[config.mk]
export PLATFORM = sky130hd
export DESIGN_NAME = mux_rr_arbiter
export DESIGN_NICKNAME = d
export VERILOG_FILES = /design/src/rtl/mux_rr_arbiter.sv
export SDC_FILE = /design/constraint.sdc
export NUM_CORES = 1
export LEC_CHECK = 0
export CAP_MARGIN = 15
export CORE_MARGIN = 2
export CORE_UTILIZATION = 40
export CTS_CLUSTER_DIAMETER = 40
export DETAILED_ROUTE_END_ITERATION = 8
export GPL_TIMING_DRIVEN = 1
export PLACE_DENSITY_LB_ADDON = 0.3
export RECOVER_POWER = 100
export SLEW_MARGIN = 20
export SYNTH_ARGS = -nofsm -noshare
export SYNTH_HDL_FRONTEND = slang
export SYNTH_SLANG_ARGS = --single-unit
[constraint.sdc]
create_clock -name clk -period 3 [get_ports clk]
set_input_delay 0.6 -clock clk [delete_from_list [all_inputs] [get_ports clk]]
set_output_delay 0.6 -clock clk [all_outputs]
set_load 0.1 [all_outputs]
[src/rtl/mux_rr_arbiter.sv]
// rtl/mux_rr_arbiter.sv - round-robin arbiter sharing one 2:1 data mux between two requesters
// Bounded bursts per grant; valid/ready handshake toward a single sink.
module mux_rr_arbiter #(
  parameter int WIDTH     = 8,
  parameter int MAX_BURST = 4
) (
  input  logic             clk,
  input  logic             rst,
  input  logic             req0,
  input  logic             req1,
  input  logic [WIDTH-1:0] din0,
  input  logic [WIDTH-1:0] din1,
  output logic             gnt0,
  output logic             gnt1,
  output logic             sel,
  output logic [WIDTH-1:0] dout,
  output logic             dout_valid,
  input  logic             dout_ready
);

  localparam int CW = $clog2(MAX_BURST + 1);
  localparam logic [CW-1:0] LAST_XFER = CW'(MAX_BURST - 1);

  typedef enum logic [1:0] {IDLE, OWN0, OWN1} state_t;

  state_t        state;
  logic [CW-1:0] count;
  logic          last_owner;
  logic          xfer;
  logic          burst_done;

  assign dout       = sel ? din1 : din0;
  assign dout_valid = (gnt0 & req0) | (gnt1 & req1);
  assign xfer       = dout_valid & dout_ready;
  assign burst_done = xfer && (count == LAST_XFER);

  always_ff @(posedge clk or posedge rst) begin
    if (rst) begin
      state      <= IDLE;
      gnt0       <= 1'b0;
      gnt1       <= 1'b0;
      sel        <= 1'b0;
      count      <= '0;
      last_owner <= 1'b1;
    end else begin
      case (state)
        IDLE: begin
          // On a tie the requester that did not own the mux last wins.
          if (req0 && (!req1 || last_owner)) begin
            state <= OWN0;
            gnt0  <= 1'b1;
            gnt1  <= 1'b0;
            sel   <= 1'b0;
          end else if (req1) begin
            state <= OWN1;
            gnt0  <= 1'b0;
            gnt1  <= 1'b1;
            sel   <= 1'b1;
          end
        end
        OWN0: begin
          if (!req0 || burst_done) begin
            last_owner <= 1'b0;
            count      <= '0;
            if (req1) begin
              state <= OWN1;
              gnt0  <= 1'b0;
              gnt1  <= 1'b1;
              sel   <= 1'b1;
            end else begin
              state <= IDLE;
              gnt0  <= 1'b0;
              gnt1  <= 1'b0;
              sel   <= 1'b0;
            end
          end else if (xfer) begin
            count <= count + 1'b1;
          end
        end
        OWN1: begin
          if (!req1 || burst_done) begin
            last_owner <= 1'b1;
            count      <= '0;
            if (req0) begin
              state <= OWN0;
              gnt0  <= 1'b1;
              gnt1  <= 1'b0;
              sel   <= 1'b0;
            end else begin
              state <= IDLE;
              gnt0  <= 1'b0;
              gnt1  <= 1'b0;
              sel   <= 1'b0;
            end
          end else if (xfer) begin
            count <= count + 1'b1;
          end
        end
        default: begin
          state <= IDLE;
          gnt0  <= 1'b0;
          gnt1  <= 1'b0;
          sel   <= 1'b0;
          count <= '0;
        end
      endcase
    end
  end

endmodule

==> implementation parameters <==
Parameter                              Value

Place
  Worst slack, placed ... 0.779 ns
  Final Wtd Congestion ... 0.793
  Number of port buffers ... 32
  DPL Wire Length ... 1.15 mm
  Placed Cells incl. Taps ... 103
  Post-DP Area ... 915 µm²

Worst setup path
  Critical path launch point ... req1
  Ordered cell list for the critical path ... dlygate4sd3_1 > a22oi_1 > clkinv_1 > buf_12
  Crit Path Category ... in -> out
  Data required, critical path ... 2.40 ns
  Depth of the worst register-to-register path ... 4
  Register-to-register setup slack ... 1.04 ns
  Worst r2r src ... sel
  R2r endpoint ... sel
  Arrival @ worst endpoint ... 1.80 ns
  Maximum fanout along the worst path ... 5
  CP Launch Type ... input pin
  CP endpoint kind ... output pin
  Category of cells accounting for the largest share of critical-path delay ... buffers and inverters
  Critical path buffer and inverter count ... 3
  Delay of the slowest cell on the worst path ... 0.60 ns
  Critical Path Slowest Stage Cell ... dlygate4sd3_1

Logic synthesis
  Library cells used by synthesis ... 28
  Synthesized area divided by synthesized cell count ... 10.7 µm²
  Post-synthesis instance area ... 611 µm²
  Number of instances in the synthesized netlist ... 57
  Fraction of synthesis flops using an asynchronous set or reset pin ... 100%
  Fraction of the yosys area taken by sequential cells ... 33.0%
  Net count of the mapped netlist ... 84
  Syn. warnings ... 0
  Post-synth top flop ... dfrtp_1
  Post-synth EDFFs ... 0
  Number of flip-flops and latches in the synthesized netlist ... 8

Floorplan
  Die area ... 1860 µm²
  I/O Pins ... 33
  Height of the die ... 43.1 µm
  Initial Utilization ... 41.5%
  Site row count ... 14
  Die outline width ... 43.1 µm
  Area of the core region ... 1470 µm²

Clocking
  Clk Latency, worst-skew pair ... 0.27 ns
  CTS tree ... done
  TritonCTS buffer count ... 3
  CTS sink count ... 8
  Root Buffer ... clkbuf_4
  Worst-path clk slew ... 0.06 ns
  H-tree depth reported by CTS ... 1
  Buffer count from post-CTS setup fixing ... 0
  Max Buffers Root-to-Sink ... 2
  CTS resizes ... 0
  Post-cts hold buffer count ... 0

STA
  Worst-Margin Slew ... 1.16 ns
  Normalized max-slew margin ... 23.2%
  Worst clock skew ... 0.0173 ns
  Final hold violation count ... 0
  Setup repair after global routing missed its margin ... no
  Number of pins with negative max-slew slack in the final report ... 0
  Share of the clock period used by the worst path after layout ... 80.0%
  Time the final worst path needs with I/O delays and setup ... 2.40 ns
  Final number of setup-violating endpoints ... 0
  Setup TNS after final layout ... 0 ns
  Fin worst setup slack ... 0.601 ns
  Peak Freq ... 0.417 GHz

Status
  Status ... complete, no violations

Final layout
  Fraction of layout cells with a size suffix above 1 ... 27.5%
  Utilization after layout ... 60.9%
  Antenna Cells ... 0
  Area grow syn2layout ... 46.7%
  Final cell count without fillers ... 107
  Non-Filler Cell Area, Final ... 896 µm²
  Most common cell after layout, fill and taps aside ... clkdlybuf4s50_1
  Commonest cells after routing, fill and taps aside ... 18 x clkdlybuf4s50_1, 9 x mux2_2, 7 x dfrtp_1
  Final nets ... 119

Global route
  Wire length of the first global-routing pass ... 2.41 mm
  Largest net degree at the start of global routing ... 13
  Number of global-route vias before repair ... 563
  Total grt overflow ... 0
  Combined global-route utilization of all metal layers ... 17.6%
  Initial antenna violation count ... 0

Route
  Count of vias placed by the detailed router ... 556
  DRC ... 0
  Overall routed net length ... 1.39 mm
  Routed length on met3 ... 183 µm
  Violation count after the first detailed-route iteration ... 4
  Met1 Wirelength ... 543 µm
  Drt wl/cell ... 13.0 µm
  Uppermost metal layer occupied by signal nets ... met4
  Routed met2 length ... 628 µm
  Iteration count of the initial detailed-routing pass ... 4
  Antenna viol nets, final ... 0
  Via/cell ratio ... 5.20

Pwr
  Leakage power figure ... 0.405 nW
  Worst ir drop on vdd ... 906 µV
  Power per Cell Area ... 1170 nW/µm²

Job
  Max-cap violations ... 0

Hold path
  WHS Path Cells ... 1
  End point of the worst hold path ... count[0]
  Critical hold path startpoint ... count[0]
  Tightest Hold Check Type ... reg -> reg
-- cell usage after synthesis (2+ instances only) --
cell type	instances	area, µm²
nand2_1	5	18.8
dfrtp_1	7	175
ha_1	6	75.1
o22ai_1	2	12.5
mux2_2	9	101
inv_1	6	22.5
-- cell families (layout without fill, tap and decap cells) --
family	count (synthesis)	in the layout	synth area share [%]
buf+inv	9	43	7.38
simple gates	10	10	8.61
flops	8	8	33.0
fa+ha+maj	6	6	12.3
mux	10	10	18.2
compound gates	14	14	20.5
-- worst reg2reg max path: cells and delay by family, from the launching register on --
family | cells | cell delay [ns]
mux | 1 | 0.32
flops | 1 | 0.59
compound gates | 2 | 0.70
simple gates | 1 | 0.23
-- worst max path at each step --
stage,endpoint,depth (start not counted)
floorplan,count[1],6
global placement,dout_valid,4
detailed placement,count[1],6
finish,dout_valid,4
global route,dout_valid,4
CTS,dout_valid,4
-- power by group --
part | internal, mW | total (mW) | switching [mW]
sequential | 0.146 | 0.193 | 0.0473
combinational | 0.213 | 0.768 | 0.555
clock | 0.0511 | 0.0914 | 0.0403
total | 0.410 | 1.05 | 0.643
-- area by class of cell --
class                      instances  area (µm²)
multi-input combinational         40         340
clock buffer                       4        26.3
timing repair buffer              32         282
sequential                         8         201
inverter                           7        26.3
fill                             145         576
tap                               16        20.0
-- sequential cells by signal (all words and copies together) (netlist names) --
register,cells
state,2
gnt0,1
count,3
last_owner,1
sel,1
-- per-stage QoR --
| stage | hold slack [ns] | power (mW) |
|---|---|---|
| after floorplan | 0.415 | 0.857 |
| after global placement | 0.470 | 1.01 |
| after detailed placement | 0.488 | 1.01 |
| after CTS | 0.497 | 1.11 |
| after global routing | 0.522 | 1.11 |
| final | 0.493 | 1.05 |
-- layer usage --
layer | vias up | GRT usage, %
li1 | 271 | -
met4 | 0 | 10.9
met2 | 25 | 30.0
met3 | 5 | 5.96
met1 | 255 | 18.3
met5 | - | 0
Power figures use the tool's default switching activity.
